File: src/rtl/uart_ctrl_pkg.sv
// Shared types for the UART transmit arbiter: FSM state encoding and data width.
package uart_ctrl_pkg;

  localparam int UART_DATA_W = 8;

  typedef enum logic [1:0] {
    IDLE  = 2'd0,
    START = 2'd1,
    DONE  = 2'd2
  } state_t;

endpackage

File: src/rtl/uart_tx_arbiter_if.sv
// Requester handshake and transmitter-facing signals of the UART transmit arbiter.
interface uart_tx_arbiter_if
  import uart_ctrl_pkg::*;
#(
  parameter int NUM_REQ = 4
);

  logic [NUM_REQ-1:0]             req_valid;
  logic [UART_DATA_W*NUM_REQ-1:0] req_data;
  logic [NUM_REQ-1:0]             req_ready;
  logic [UART_DATA_W-1:0]         TX_data;
  logic                           TX_start;
  logic                           TX_busy;

  modport master (
    output req_valid, req_data, TX_busy,
    input  req_ready, TX_data, TX_start
  );

  modport slave (
    input  req_valid, req_data, TX_busy,
    output req_ready, TX_data, TX_start
  );

endinterface

File: src/rtl/uart_tx_arbiter_rr_arbiter.sv
// Combinational rotating-priority pick: first valid requester at or above rr_ptr, with wrap.
module rr_arbiter #(
  parameter int NUM_REQ = 4,
  parameter int IDX_W   = $clog2(NUM_REQ)
) (
  input  logic [NUM_REQ-1:0] req_valid,
  input  logic [IDX_W-1:0]   rr_ptr,
  output logic [NUM_REQ-1:0] grant,
  output logic [IDX_W-1:0]   grant_idx,
  output logic               any_valid
);

  logic [IDX_W-1:0] idx;

  always_comb begin
    grant     = '0;
    grant_idx = '0;
    any_valid = 1'b0;
    idx       = '0;
    for (int k = 0; k < NUM_REQ; k++) begin
      idx = IDX_W'((int'(rr_ptr) + k) % NUM_REQ);
      if (!any_valid && req_valid[idx]) begin
        any_valid  = 1'b1;
        grant_idx  = idx;
        grant[idx] = 1'b1;
      end
    end
  end

endmodule

File: src/rtl/uart_tx_arbiter.sv
// Round-robin scheduler sharing one UART transmitter among NUM_REQ byte producers.
//
// state | meaning
// IDLE  | no frame in flight; grant cycle when TX_busy=0 and a requester is valid
// START | TX_start held, waiting for TX_busy to rise or the start timeout
// DONE  | frame accepted by the transmitter, waiting for TX_busy to fall
module uart_tx_arbiter
  import uart_ctrl_pkg::*;
#(
  parameter int NUM_REQ       = 4,
  parameter int START_TIMEOUT = 16,
  parameter int IDX_W         = $clog2(NUM_REQ)
) (
  input  logic              CLK,
  input  logic              RST,
  uart_tx_arbiter_if.slave  bus,
  output logic [IDX_W-1:0]  grant_id,
  output logic              active,
  output logic              timeout_err
);

  localparam int CNT_W = (START_TIMEOUT > 1) ? $clog2(START_TIMEOUT) : 1;
  localparam logic [CNT_W-1:0] CNT_LOAD = CNT_W'(START_TIMEOUT - 1);

  state_t                 state;
  logic [IDX_W-1:0]       rr_ptr;
  logic [CNT_W-1:0]       tmo_cnt;
  logic [NUM_REQ-1:0]     pick_onehot;
  logic [IDX_W-1:0]       pick_idx;
  logic                   pick_any;
  logic [IDX_W-1:0]       ptr_next;
  logic [UART_DATA_W-1:0] pick_data;
  logic                   grant_now;

  rr_arbiter #(
    .NUM_REQ (NUM_REQ),
    .IDX_W   (IDX_W)
  ) u_rr (
    .req_valid (bus.req_valid),
    .rr_ptr    (rr_ptr),
    .grant     (pick_onehot),
    .grant_idx (pick_idx),
    .any_valid (pick_any)
  );

  assign ptr_next  = (pick_idx == IDX_W'(NUM_REQ - 1)) ? '0 : pick_idx + 1'b1;
  assign pick_data = bus.req_data[int'(pick_idx)*UART_DATA_W +: UART_DATA_W];
  assign grant_now = (state == IDLE) && !bus.TX_busy && pick_any;

  // Gated by RST so a reset asserted mid-cycle clears ready without an edge.
  assign bus.req_ready = (grant_now && !RST) ? pick_onehot : '0;
  assign active        = (state != IDLE);

  always_ff @(posedge CLK or posedge RST) begin
    if (RST) begin
      state        <= IDLE;
      rr_ptr       <= '0;
      tmo_cnt      <= '0;
      grant_id     <= '0;
      timeout_err  <= 1'b0;
      bus.TX_data  <= '0;
      bus.TX_start <= 1'b0;
    end else begin
      timeout_err <= 1'b0;
      case (state)
        IDLE: begin
          if (grant_now) begin
            bus.TX_data  <= pick_data;
            grant_id     <= pick_idx;
            rr_ptr       <= ptr_next;
            tmo_cnt      <= CNT_LOAD;
            bus.TX_start <= 1'b1;
            state        <= START;
          end
        end
        START: begin
          if (bus.TX_busy) begin
            bus.TX_start <= 1'b0;
            tmo_cnt      <= '0;
            state        <= DONE;
          end else if (tmo_cnt == '0) begin
            // Byte is dropped; rr_ptr already moved past this requester.
            bus.TX_start <= 1'b0;
            timeout_err  <= 1'b1;
            state        <= IDLE;
          end else begin
            tmo_cnt <= tmo_cnt - 1'b1;
          end
        end
        DONE: begin
          if (!bus.TX_busy) state <= IDLE;
        end
        default: state <= IDLE;
      endcase
    end
  end

endmodule

File: src/flat_wrapper.sv
// flat-port wrapper written by rule: the top's interface ports become plain ports
module uart_tx_arbiter_flat import uart_ctrl_pkg::*;
#(
  parameter int NUM_REQ       = 4,
  parameter int START_TIMEOUT = 16,
  parameter int IDX_W         = $clog2(NUM_REQ)
)
  (CLK, RST, grant_id, active, timeout_err, bus_req_valid, bus_req_data, bus_TX_busy, bus_req_ready, bus_TX_data, bus_TX_start);
  uart_tx_arbiter_if #(.NUM_REQ(NUM_REQ)) bus_i ();
  input  logic CLK;
  input  logic RST;
  output logic [IDX_W-1:0] grant_id;
  output logic active;
  output logic timeout_err;
  input wire logic [$bits(bus_i.req_valid)-1:0] bus_req_valid;
  input wire logic [$bits(bus_i.req_data)-1:0] bus_req_data;
  input wire logic [$bits(bus_i.TX_busy)-1:0] bus_TX_busy;
  output wire logic [$bits(bus_i.req_ready)-1:0] bus_req_ready;
  output wire logic [$bits(bus_i.TX_data)-1:0] bus_TX_data;
  output wire logic [$bits(bus_i.TX_start)-1:0] bus_TX_start;
  assign bus_i.req_valid = bus_req_valid;
  assign bus_i.req_data = bus_req_data;
  assign bus_i.TX_busy = bus_TX_busy;
  assign bus_req_ready = bus_i.req_ready;
  assign bus_TX_data = bus_i.TX_data;
  assign bus_TX_start = bus_i.TX_start;
  uart_tx_arbiter #(.NUM_REQ(NUM_REQ), .START_TIMEOUT(START_TIMEOUT), .IDX_W(IDX_W)) u_core (.CLK(CLK), .RST(RST), .bus(bus_i), .grant_id(grant_id), .active(active), .timeout_err(timeout_err));
endmodule
File: config.mk
export PLATFORM = sky130hd
export DESIGN_NAME = uart_tx_arbiter_flat
export DESIGN_NICKNAME = d
export VERILOG_FILES = /design/src/rtl/uart_ctrl_pkg.sv /design/src/rtl/uart_tx_arbiter_if.sv /design/src/rtl/uart_tx_arbiter_rr_arbiter.sv /design/src/rtl/uart_tx_arbiter.sv /design/src/flat_wrapper.sv
export SDC_FILE = /design/constraint.sdc
export NUM_CORES = 1
export LEC_CHECK = 0
export ABC_AREA = 1
export CAP_MARGIN = 20
export CORE_MARGIN = 2
export CORE_UTILIZATION = 23
export CTS_BUF_LIST = sky130_fd_sc_hd__clkbuf_4
export CTS_CLUSTER_SIZE = 28
export DETAILED_ROUTE_END_ITERATION = 10
export GPL_TIMING_DRIVEN = 0
export PLACE_DENSITY_LB_ADDON = 0.1
export SLEW_MARGIN = 20
export SYNTH_ARGS = -nofsm -noshare
export SYNTH_HDL_FRONTEND = slang
export SYNTH_SLANG_ARGS = --single-unit
export TNS_END_PERCENT = 1
File: constraint.sdc
create_clock -name CLK -period 6.1 [get_ports CLK]
set_input_delay 0.61 -clock CLK [delete_from_list [all_inputs] [get_ports CLK]]
set_output_delay 0.61 -clock CLK [all_outputs]
set_load 0.02 [all_outputs]
==> metrics.txt <==
I/O pins 56; routed len/inst roughly 11 um; ANT nets after route 0; Clk pin slew, worst setup/hold paths approximately 0.13 ns; setup violators final 0; VDD IR-drop max 0.208 mV; crit path max fanout 11; CTS tree built; Netlist cell types 34; Critical R2R Launch u_core.rr_ptr[0]$_DFFE_PP0P_; Worst setup EP type output port; via count 1868; Layout Nets 388; combinational cell fraction of total power 0.751; status completed; main combinational cell family by area after synthesis simple AND/OR/NAND/NOR gates; clock buffer depth 2; vias in the first global route 1854; final slew viol count 0; Hold Violations, Final 0; critical hold path startpoint u_core.bus.TX_start$_DFFE_PP0P_; Slew HR 0.462; GRT busiest layer met2; WHS Endpoint u_core.bus.TX_start$_DFFE_PP0P_; Post-Layout Inst Area 2590 um2; GRT Total Usage 0.118; clk_lat worst skew 0.31 ns; final WL a little under 5 mm; CP required 5.49 ns; final setup margin between 2 and 2.5 ns; Post-Synth Simple-Gate Area 0.452; area of the mapped netlist 1860 um2; core box area 7770 um2; MaxCap Viol Count 0; Clock Skews 0.00878 ns; Core Rows 32; Achievable Freq 0.264 GHz; gr ovfl total 0; Place WS around 2.6 ns; Post-Synth Adder-Cell Area 0.0674; internal power around 680 uW; post-CTS sizing 0; Via-to-Cell Ratio 4.25; proportion of layout cells with a drive suffix above 1 0.118; minimum clock period 3.79 ns; switching part of the total 0.535; mux contribution to synthesized area 0; Synth Instances 279; xor/xnor share of the synthesized area 0.00944; met1 GRT Util 0.156; largest net degree at the start of global routing 21; Hold Crit Class register to register; register share of total power 0.173; Initial Utilization 0.239; R2R Path End u_core.rr_ptr[1]$_DFFE_PP0P_; first-pass GRT wire length 8.44 mm; PortBufs 55; syn nets 328; Routability Congestion roughly 0.79; Clock Power Share 0.076; post-synthesis sequential area ratio 0.270; DRC 0; PwrDens between 500 and 600 nW/um2; Synth area leader dfrtp_1; number of synthesized register bits 20; top cell type's share of synthesized area 0.270; Synth-to-Final Area Change 39.4%; sum of negative setup slack 0 ns; data arrival time of the critical path approximately 3.2 ns; placed instance area 2530 um2; crit share post-route 0.622; synth warn 0; Syn Area/Cell between 6 and 7 um2; First-pass DRT Iterations 4; P_sw approximately 800 uW; WS Path Type register to output port; synth top area cells dfrtp_1 27%, nand2_1 17%, inv_1 9.7%; met2 usage 0.194; Die ar. 8800 um2; Synth Area in Compound Gates 0.0722; Slew @ Worst Pin roughly 0.81 ns; initial antenna violation count 0; placed wire-length estimate 4.06 mm; Worst Hold Depth 2; Final Power 1460 uW; clk root buf clkbuf_4; Hold WS 0.492 ns; Worst R2R Path Depth 13; RSZ-0062 raised after global routing false; Clock Sinks 20; H-tree levels 1; die height ~94 um; Num CTS Buffers 3; CTS Hold Bufs 0; diodes inserted 0; GRT met3 Usage 0.0313; LEAKAGE around 0.0013 uW; width of the chip 93.8 um; startpoint types register; initial drt markers 51; reg2reg setup slack 3.41 ns; # Post-CTS Setup Buffers 0
==> Yosys cell counts, drive strengths merged <==
cell type   n
inv        52
o31ai       1
nor4        1
dfrtp      20
or2         4
nand2      94
nand3      33
a21boi      1
o21a        1
a21oi       2
xnor2       2
nor2       15
nand4      15
o21ai      12
clkinv      1
nor3        1
o22ai       4
nand3b      1
a31oi       2
ha         10
buf         7
==> routing by layer <==
metal	share of wire	wire (um)	up-vias
li1	-	-	1006
met1	0.48	2390	801
met2	0.45	2240	57
met3	0.057	283	4
met4	0.012	60	0
met5	0	0	-
==> worst max-delay path, stage by stage, from the launching register on <==
cell and delay, ns:
dfrtp_1 0.58, inv_2 0.21, ha_1 0.41, inv_1 0.16, nand2_1 0.11, nand2_4 0.11, nor2_8 0.06, nand3_4 0.09
nand4_4 0.16, nor2_1 0.24, o31ai_1 0.10, inv_1 0.06, clkdlybuf4s50_1 0.60
==> worst max-delay path by stage <==
stage | slack, ns | endpoint | depth (start not counted) | startpoint
final | 2.31 | bus_req_ready[0] | 12 | u_core.rr_ptr[0]$_DFFE_PP0P_
after global routing | 1.97 | bus_req_ready[0] | 11 | u_core.rr_ptr[0]$_DFFE_PP0P_
after CTS | 2.22 | bus_req_ready[0] | 11 | u_core.rr_ptr[0]$_DFFE_PP0P_
after detailed placement | 2.60 | bus_req_ready[0] | 12 | bus_req_valid[1]
after global placement | 2.59 | bus_req_ready[0] | 12 | bus_req_valid[1]
after floorplan | 3.49 | bus_req_ready[0] | 11 | u_core.rr_ptr[0]$_DFFE_PP0P_
==> cell families (layout without fill, tap and decap cells) <==
group | after synthesis | in the layout
AND/OR/NAND/NOR | 164 | 164
buffers and inverters | 60 | 119
AO/OA/AOI/OAI | 23 | 23
flip-flops | 20 | 20
adder cells (fa/ha/maj) | 10 | 10
XOR/XNOR | 2 | 2
==> cell type report <==
class / instances / area, um2
fillers: 872 / 5180
multi-input cells: 199 / 1120
repair buffers: 55 / 551
flip-flops and latches: 20 / 500
inverters: 53 / 199
well taps: 102 / 128
plain buffers: 7 / 40.0
clock inverters: 1 / 30.0
clock buffers: 3 / 22.5
==> flip-flops by register name, summed over array words and instances (netlist names) <==
name,count
u_core.bus.TX_data,8
u_core.bus.TX_start,1
u_core.timeout_err,1
u_core.grant_id,2
u_core.tmo_cnt,4
u_core.state,2
u_core.rr_ptr,2
==> cells in the final DEF, fill, tap and decap left out, types with 2 or more instances in the layout <==
| cell type | count |
|---|---|
| buf_2 | 5 |
| inv_2 | 4 |
| clkbuf_4 | 3 |
| nand4_1 | 14 |
| dfrtp_1 | 20 |
| or2_0 | 3 |
| clkdlybuf4s50_1 | 55 |
| buf_4 | 2 |
| nor2_4 | 2 |
| a31oi_1 | 2 |
| nand2_4 | 2 |
| a21oi_1 | 2 |
| xnor2_1 | 2 |
| nand3_2 | 5 |
| nand3_1 | 27 |
| nor2_2 | 3 |
| nand2_1 | 85 |
| o21ai_1 | 3 |
| nor2_1 | 9 |
| o22ai_1 | 4 |
| nand2_2 | 7 |
| ha_1 | 10 |
| inv_1 | 48 |
| o21ai_0 | 8 |
==> power by group through the flow <==
| stage | logic [uW] | clock network (uW) | registers, uW |
|---|---|---|---|
| final | 1100 | 112 | 252 |
| after global routing | 1250 | 122 | 262 |
| after CTS | 1120 | 117 | 254 |
| after detailed placement | 1120 | 0 | 255 |
| after global placement | 1120 | 0 | 256 |
| after floorplan | 762 | 0 | 287 |
==> stage by stage <==
stage,util,instances
after detailed placement,0.326,436
after CTS,0.333,440
final,0.333,440
after global placement,0.326,436
after floorplan,-,279
after global routing,0.333,440
No activity file was read; power rests on OpenSTA's default activity.
==> RTL edit, RTL diff (same settings) <==
`START_TIMEOUT` is set to 16 in 2 places; all go to 32.
--- a/src/rtl/uart_tx_arbiter.sv
+++ b/src/rtl/uart_tx_arbiter.sv
@@ -10,3 +10,3 @@
   parameter int NUM_REQ       = 4,
-  parameter int START_TIMEOUT = 16,
+  parameter int START_TIMEOUT = 32,
   parameter int IDX_W         = $clog2(NUM_REQ)
--- a/src/flat_wrapper.sv
+++ b/src/flat_wrapper.sv
@@ -4,3 +4,3 @@
   parameter int NUM_REQ       = 4,
-  parameter int START_TIMEOUT = 16,
+  parameter int START_TIMEOUT = 32,
   parameter int IDX_W         = $clog2(NUM_REQ)
Formal check against the unedited RTL: same outputs for any inputs over 10 cycles, from zero or initial values and one cycle with RST high; that may be too few to reach the edited logic, so the function may still have changed.
==> RTL edit against the unedited design <==
Synthesized area increased by 3.0%; sequential cell count increased by 1; sequential power increased by 4%; routed wire length increased by 0.50%; worst setup slack improved by 0.014 ns; first-iteration DRC count decreased by 2.0%; power increased by 2.5%; cell area increased by 1.3%; critical endpoint is now bus_req_ready[3]; largest power group unchanged.
==> RTL edit: results (changes against the unedited design) <==
Post-Place Cell Area=2590 µm² (+2.3%); worst r2r src=u_core.rr_ptr[1]; Flop pwr share=0.175 (+0.002); flop-to-flop setup slack=3.46 ns (+0.05 ns); Seq group=0.262 mW (+4%); total wire length=4990 µm (+0.50%); # fillers=884 (+1.4%); post-DP HPWL=4010 µm (-1.1%); Post-Layout Inst Area=2620 µm² (+1.3%); met1 usage=0.155 (-0.00173); status=completed; routed via count=1,860 (-0.43%); syn nets=333 (+1.5%); Synth area leaders=dfrtp_1 28%, nand2_1 16%, nand3_1 11%; WP data arrival=3.17 ns (about the same); synth cell count leaders=81 x nand2_1, 49 x inv_1, 43 x nand3_1; Compound-Gate Fraction of Synth Area=0.0694 (-0.00273); placed cell count=445 (+2.1%); post-synthesis mux area share=0 (unchanged); clock skew=0.00312 ns (-0.00566 ns); top flop regs=u_core.bus.TX_data (8), u_core.tmo_cnt (5); met2 usage=0.209 (+0.0149); Seq/Total Area, Yosys=0.275 (+0.00533); Starting DRT DRC Count=50 (-2.0%); adder-cell share of the synthesized area=0.0589 (-0.00849); Crit Path Max Fanout=8 (-3); Pleak=1.39 nW (+3.9%); post-synthesis area per instance=6.70 µm² (+0.80%); Peak supply drop=0.159 mV (-24%); Final #Nets=393 (+1.3%); share of cells above drive strength 1=0.148 (+0.0299); unique cell type count in the Yosys netlist=32 (-5.9%); routability cong.=0.800 (+1.7%); WL met2=2260 µm (+0.80%); Hold Path Origin=u_core.bus.TX_data[0]; internal power=0.669 mW (-1.4%); Non-Filler Instances=449 (+2.0%); met3 usage=0.0340 (+0.00269); Hold Path End=u_core.bus.TX_data[0]; Least-Margin Pin Slew=0.830 ns (+0.0234 ns); Post-synth EDFFs=0 (unchanged); M1 WL=2330 µm (-2.1%); metal3 WL=339 µm (+20%); vias in the first global route=1,847 (-0.38%); Tot GR Track Use=0.122 (+0.00441)
-- RTL edit: worst max-delay path by stage --
| stage | slack, ns | startpoint | cells past startpoint | to |
|---|---|---|---|---|
| 2_1_floorplan | 3.55 | u_core.rr_ptr[0] | 13 | bus_req_ready[3] |
| 3_3_place_gp | 2.49 | bus_req_valid[3] | 14 | bus_req_ready[3] |
| 3_5_place_dp | 2.48 | bus_req_valid[3] | 14 | bus_req_ready[3] |
| 4_1_cts | 2.27 | u_core.rr_ptr[1] | 13 | bus_req_ready[3] |
| 5_1_grt | 2.07 | u_core.rr_ptr[1] | 13 | bus_req_ready[3] |
| 6_report | 2.32 | u_core.rr_ptr[1] | 13 | bus_req_ready[3] |
-- RTL edit: layout make-up --
type / instances / area share
Tap cell: 105 / 0.0501
Clock buffer: 3 / 0.00860
Clock inverter: 1 / 0.00191
Timing Repair Buffer: 55 / 0.210
Inverter: 56 / 0.0840
Multi-Input combinational cell: 202 / 0.425
Buffer: 6 / 0.0196
Sequential cell: 21 / 0.201
